==> src/rtl/gray_to_binary_serial.sv <==
// Bit-serial Gray-to-binary decoder: latches one Gray word, resolves one binary bit
// per clock from MSB to LSB, then holds the result on a valid/ready output.
module gray_to_binary_serial #(
    parameter int WIDTH = 4
) (
    input  logic             clk,
    input  logic             rst,
    input  logic             in_valid,
    output logic             in_ready,
    input  logic [WIDTH-1:0] g_in,
    output logic             out_valid,
    input  logic             out_ready,
    output logic [WIDTH-1:0] b_out,
    output logic             busy
);

    localparam int IDX_W     = (WIDTH > 1) ? $clog2(WIDTH) : 1;
    localparam int IDX_START = (WIDTH > 1) ? (WIDTH - 2) : 0;
    // The Gray MSB feeds b_r directly at accept, so only the lower bits are kept.
    localparam int G_W       = (WIDTH > 1) ? (WIDTH - 1) : 1;

    typedef enum logic [1:0] {
        ST_IDLE = 2'd0,
        ST_CONV = 2'd1,
        ST_DONE = 2'd2
    } state_t;

    state_t             state_r;
    state_t             next_state_s;
    logic [G_W-1:0]     g_r;
    logic [WIDTH-1:0]   b_r;
    logic [IDX_W-1:0]   idx_r;
    logic               accept_s;

    assign accept_s = (state_r == ST_IDLE) && in_valid;

    // State register.
    always_ff @(posedge clk or posedge rst) begin
        if (rst) begin
            state_r <= ST_IDLE;
        end else begin
            state_r <= next_state_s;
        end
    end

    // Next-state logic.
    always_comb begin
        next_state_s = state_r;
        case (state_r)
            ST_IDLE: begin
                if (in_valid) begin
                    next_state_s = (WIDTH == 1) ? ST_DONE : ST_CONV;
                end else begin
                    next_state_s = ST_IDLE;
                end
            end
            ST_CONV: begin
                if (idx_r == {IDX_W{1'b0}}) begin
                    next_state_s = ST_DONE;
                end else begin
                    next_state_s = ST_CONV;
                end
            end
            ST_DONE: begin
                if (out_ready) begin
                    next_state_s = ST_IDLE;
                end else begin
                    next_state_s = ST_DONE;
                end
            end
            default: next_state_s = ST_IDLE;
        endcase
    end

    // Datapath: latch the word on accept, then resolve one bit per edge in CONV.
    always_ff @(posedge clk or posedge rst) begin
        if (rst) begin
            g_r   <= {G_W{1'b0}};
            b_r   <= {WIDTH{1'b0}};
            idx_r <= {IDX_W{1'b0}};
        end else if (accept_s) begin
            g_r            <= g_in[G_W-1:0];
            b_r            <= {WIDTH{1'b0}};
            b_r[WIDTH-1]   <= g_in[WIDTH-1];
            idx_r          <= IDX_W'(IDX_START);
        end else if (state_r == ST_CONV) begin
            for (int i = 0; i < WIDTH - 1; i++) begin
                if (idx_r == IDX_W'(i)) begin
                    b_r[i] <= b_r[i+1] ^ g_r[i];
                end
            end
            if (idx_r != {IDX_W{1'b0}}) begin
                idx_r <= idx_r - IDX_W'(1);
            end
        end
    end

    // Output decode from registered state only.
    always_comb begin
        in_ready  = 1'b0;
        busy      = 1'b0;
        out_valid = 1'b0;
        b_out     = {WIDTH{1'b0}};
        case (state_r)
            ST_IDLE: begin
                in_ready = 1'b1;
            end
            ST_CONV: begin
                busy = 1'b1;
            end
            ST_DONE: begin
                busy      = 1'b1;
                out_valid = 1'b1;
                b_out     = b_r;
            end
            default: begin
                in_ready = 1'b0;
            end
        endcase
    end

endmodule

==> config.mk <==
export PLATFORM = sky130hd
export DESIGN_NAME = gray_to_binary_serial
export DESIGN_NICKNAME = d
export VERILOG_FILES = /design/src/rtl/gray_to_binary_serial.sv
export SDC_FILE = /design/constraint.sdc
export NUM_CORES = 1
export LEC_CHECK = 0
export CORE_UTILIZATION = 45
export CTS_CLUSTER_DIAMETER = 50
export CTS_CLUSTER_SIZE = 14
export DETAILED_ROUTE_END_ITERATION = 12
export PLACE_DENSITY = 0.78
export SETUP_SLACK_MARGIN = 0.5
export SYNTH_ARGS = -nofsm -noshare
export SYNTH_HDL_FRONTEND = slang
export SYNTH_SLANG_ARGS = --single-unit
export TNS_END_PERCENT = 30
==> constraint.sdc <==
create_clock -name clk -period 1.57 [get_ports clk]
set_input_delay 0.2355 -clock clk [delete_from_list [all_inputs] [get_ports clk]]
set_output_delay 0.2355 -clock clk [all_outputs]
set_load 0.02 [all_outputs]
# Word level (Yosys, flattened, before mapping)
# Cells that the tools add are included.
[totals] register_bits=11 in_bits=8 out_inout_bits=7 wordCells=45
[classes] add_sub_neg=1 eq_ne=4 n_mux=16 n_bitwise=3 reduce_logical=14
[ops] op="nonzero test 2 bit" count=6
[ops] op="two-way mux 2 bit" count=5
[ops] op="AND reduction 2 bit" count=4
[ops] op="two-way mux 1 bit" count=7
[ops] op="two-way mux 3 bit" count=2
[ops] op="one-hot mux 2 bit (3 select lines)" count=1
[ops] op="equality test 2 x 1 -> 1 bit, second input constant" count=2
[ops] op="equality test 2 bit, second input constant" count=2
[ops] op="logical NOT 2 bit" count=2
[ops] op="two-way mux 4 bit" count=1
[ops] op="bitwise XOR 1 bit" count=3
[ops] op="OR reduction 2 bit" count=1
[ops] op="subtractor 2 x 1 -> 2 bit, second input constant" count=1
[ops] op="logical AND 1 bit" count=1

# Logic depth before layout (Yosys ltp)
[depth] depth_word=4 depth_mapped=5 mapped_depth_nobuf=5

# Worst setup path after synthesis
# Ideal clock, no wire load.
[synth_path] path_kind="reg-to-reg" from="register state_r[0]" to="register b_r[3]" t_arrival_ns=1.335 required_time_ns=1.445 path_slack_ns=0.110 stages_incl_launch_ff=6 path_buffers=1 period_less_slack_ns=1.460 path_cell_list="dfrtp_1 inv_1 ha_1 and2_4 buf_6 mux2_4"
[synth_between] elab_chain_cells=2
[synth_lines] element="start: declaration" line_no="28" source="state_t state_r;"
[synth_lines] element="start signal: assignment" line_no="42" source="state_r <= next_state_s;"
[synth_lines] element="logical NOT 2 bit" line_no="35" source="assign accept_s = (state_r == ST_IDLE) && in_valid;"
[synth_lines] element="logical AND 1 bit" line_no="35"
[synth_lines] element="end signal: assignment" line_no="79" source="b_r <= {WIDTH{1'b0}};"
[synth_lines] element="end signal: assignment" line_no="83" source="b_r <= {WIDTH{1'b0}};"
[synth_lines] element="end signal: indexed assignment" line_no="84" source="b_r[WIDTH-1] <= g_in[WIDTH-1];"
[synth_lines] element="end: declaration" line_no="31" source="logic [WIDTH-1:0] b_r;"
# No other way between the ends.
# A chain may end at the register's enable or synchronous reset.

# Worst setup path after layout
[layout_path] from="register state_r[1]" to="output b_out[1]"
[layout_between] elab_chain_cells=2
[layout_lines] element="equality test 2 bit" line_no="104" source="case (state_r)"
[layout_lines] element="two-way mux 4 bit" line_no="104"
[layout_lines] element="end: declaration" line_no="13" source="output logic [WIDTH-1:0] b_out,"
# No other way between the ends.

==> impl_metrics.tcl <==
set metrics [dict create \
    outcome "completed" \
    clock_sinks 11 \
    fin_cells 89 \
    die_area_um2 1502 \
    core-area_um2 1186 \
    fin_crit_ns 1.419 \
    initial_utilization_pct 51.27 \
    synth-async-reset-ratio_pct 100.0 \
    syn_nets 68 \
    via_count 433 \
    finalClockSkew_ns 0.003161 \
    yosysMostFrequentCell "dfrtp_1" \
    cts_tree "done" \
    max_stage_delay_ns 0.44 \
    cp_slowest_cell "dfrtp_2" \
    route.detailed.drc 0 \
    r2r_start "state_r[0]" \
    rsz0062_at_grt "true" \
    cts_buffers 3 \
    grt_pass1_vias 460 \
    grt_pass1_wl_mm 1.925 \
    yosysSeqAreaShare_pct 45.27 \
    placedCellCount 83 \
    row_count 12 \
    diodes 0 \
    fmax_mhz 704.8 \
    drive_above_1_share_pct 40.00 \
    syn_to_final_growth_pct 41.77 \
    synth_cells 53 \
    post-synth-top-area-fraction_pct 45.27 \
    ios 15 \
    worstPathArrival_ns 1.18 \
    worst-path-buf-inv 1 \
    cts_buffer_depth 2 \
    r2r_setup_slack_ns 0.22 \
    min_path_type "input port to async pin" \
    placement.io_buffers 14 \
    path_cells "ha_4 > and2_4 > buf_6" \
    dpl.hpwl_um 892.6 \
    gp_congestion 0.7045 \
    via_per_inst 4.865 \
    clk_latency_ns 0.27 \
    startpoint "state_r[1]" \
    ys_seq_elements 11 \
    grt_overflow 0 \
    place_area_um2 789.5 \
    die_w_um 38.76 \
    worstSetupEndpointType "output pin" \
    antenna_left 0 \
    avgSynthCellArea_um2 11.47 \
    ctsRootBufferMaster "clkbuf_4" \
    worst-setup-path-type "flop to output pin" \
    synth_cell_types 16 \
    syn_area_um2 608.1 \
    grt_max_degree 12 \
    reg2reg_depth 5 \
    die_h_um 38.76 \
    final_hold_viol_count 0 \
    setup_viol 0 \
    start_kind "flop" \
    htree_levels 1 \
    worstReg2RegEnd "g_r[1]" \
    cp_num_cells 3 \
    ir_drop_v 0.001262 \
    utilization_pct 72.68 \
    p_leak_uw 0.0004113 \
    powerDensity_nw_per_um2 2054 \
    yosys_warnings 0 \
    fillers 82 \
    finalMaxSlewViolations 0 \
    endpoint "b_out[1]" \
    ys.flop_type "dfrtp_1" \
    required_ns 1.33 \
    finalCritPeriodShare_pct 90.37 \
    drt_iter0_markers 6 \
    tightest_slew_ns 0.4138 \
    relSlewSlack_pct 72.39 \
    firstDrtPassIters 4 \
    yosys.area.top_type "dfrtp_1" \
    synth_edf_count 0 \
    crit_path_max_fanout 5 \
    wl_per_cell_um 13.07 \
    track_usage_pct 20.53 \
    yosys-top-cells-count "11 x dfrtp_1, 7 x ha_1, 5 x a21oi_1, 5 x inv_1" \
    clk_pin_slew_ns 0.07 \
    cp_top_family "flip-flops" \
    antenna_found_initial 0 \
    drv_cap 0 \
    final_cell_area_um2 862.1 \
    nets 91 \
    wl_mm 1.163 \
    synth_area_leaders "dfrtp_1 45%, ha_1 14%, mux2_4 9.9%" \
]
-- kinds of logic (layout without fill, tap and decap cells) --
| logic type | Yosys count | after routing | share of synthesized area, % |
|---|---|---|---|
| xor gates and xnor gates | 4 | 4 | 5.762 |
| muxes | 4 | 4 | 9.877 |
| and+or+nand+nor | 13 | 13 | 11.52 |
| DFF | 11 | 11 | 45.27 |
| buffers and inverters | 6 | 28 | 4.938 |
| adders and majority gates | 7 | 7 | 14.40 |
| AOI/OAI and AO/OA | 8 | 8 | 8.231 |
-- where the power goes --
part           internal, uW  total (uW)  switching [uW]
clock network          94.5         196             102
registers               428         546             118
logic                   556        1030             472
-- area by class of cell --
cell class,count,area (um^2),area share (%)
inverters,5,18.77,2.177
multi-input cells,36,337.8,39.19
clock inverters,1,5.005,0.5806
clock buffers,3,22.52,2.612
flip-flops and latches,11,276.5,32.08
well taps,14,17.52,2.032
repair buffers,19,183.9,21.34
-- metal layers --
layer | GRT usage, % | vias up | share of wire [%]
met5 | 0 | - | 0
met4 | 7.759 | 0 | 0.52
met3 | 10.40 | 2 | 5.8
met2 | 33.75 | 12 | 50
met1 | 22.26 | 199 | 43
li1 | - | 220 | -
-- cells in the final DEF (no fill, tap or decap), drive strengths merged --
cell	synthesis	final
a21oi	5	5
a311oi	2	2
and2	5	5
buf	1	12
clkbuf	0	3
clkdlybuf4s50	0	7
clkinv	0	1
dfrtp	11	11
ha	7	7
inv	5	5
mux2	4	4
nand2	3	3
nand2b	2	2
nor2	2	2
nor3	1	1
o211ai	1	1
xnor2	3	3
xor2	1	1
-- through the flow --
stage | setup slack (ns) | hold WS, ns | total power [uW] | setup TNS, ns
2_1_floorplan | 0.2627 | 0.08794 | 1229 | 0
3_3_place_gp | -0.02568 | 0.5214 | 1451 | -0.05260
3_5_place_dp | -0.05103 | 0.5163 | 1482 | -0.2148
4_1_cts | 0.1487 | 0.2552 | 1753 | 0
5_1_grt | 0.1171 | 0.2798 | 1917 | 0
6_report | 0.1513 | 0.2433 | 1770 | 0
-- state kept, by name, summed over array words and instances, names as in the netlist --
name and cells:
g_r 3, state_r 2, idx_r 2, b_r 4
-- timing repair --
item                       in CTS  in global routing
pin swaps                       1                  1
setup endpoints to repair      18                 18
cloned                          0                  0
hold buffers                    0                  0
setup buffers                   1                  1
resized for setup              46                  2
-- worst min path at each step --
stage | start | endpoint | slack [ns] | cells after the start
finish | rst | idx_r[0] | 0.24 | 2
global route | rst | b_r[3] | 0.28 | 2
CTS | rst | g_r[2] | 0.26 | 2
detailed placement | g_r[2] | g_r[2] | 0.52 | 1
global placement | g_r[2] | g_r[2] | 0.52 | 1
floorplan | rst | b_r[0] | 0.09 | 1
(Power assumes the default switching activity.)
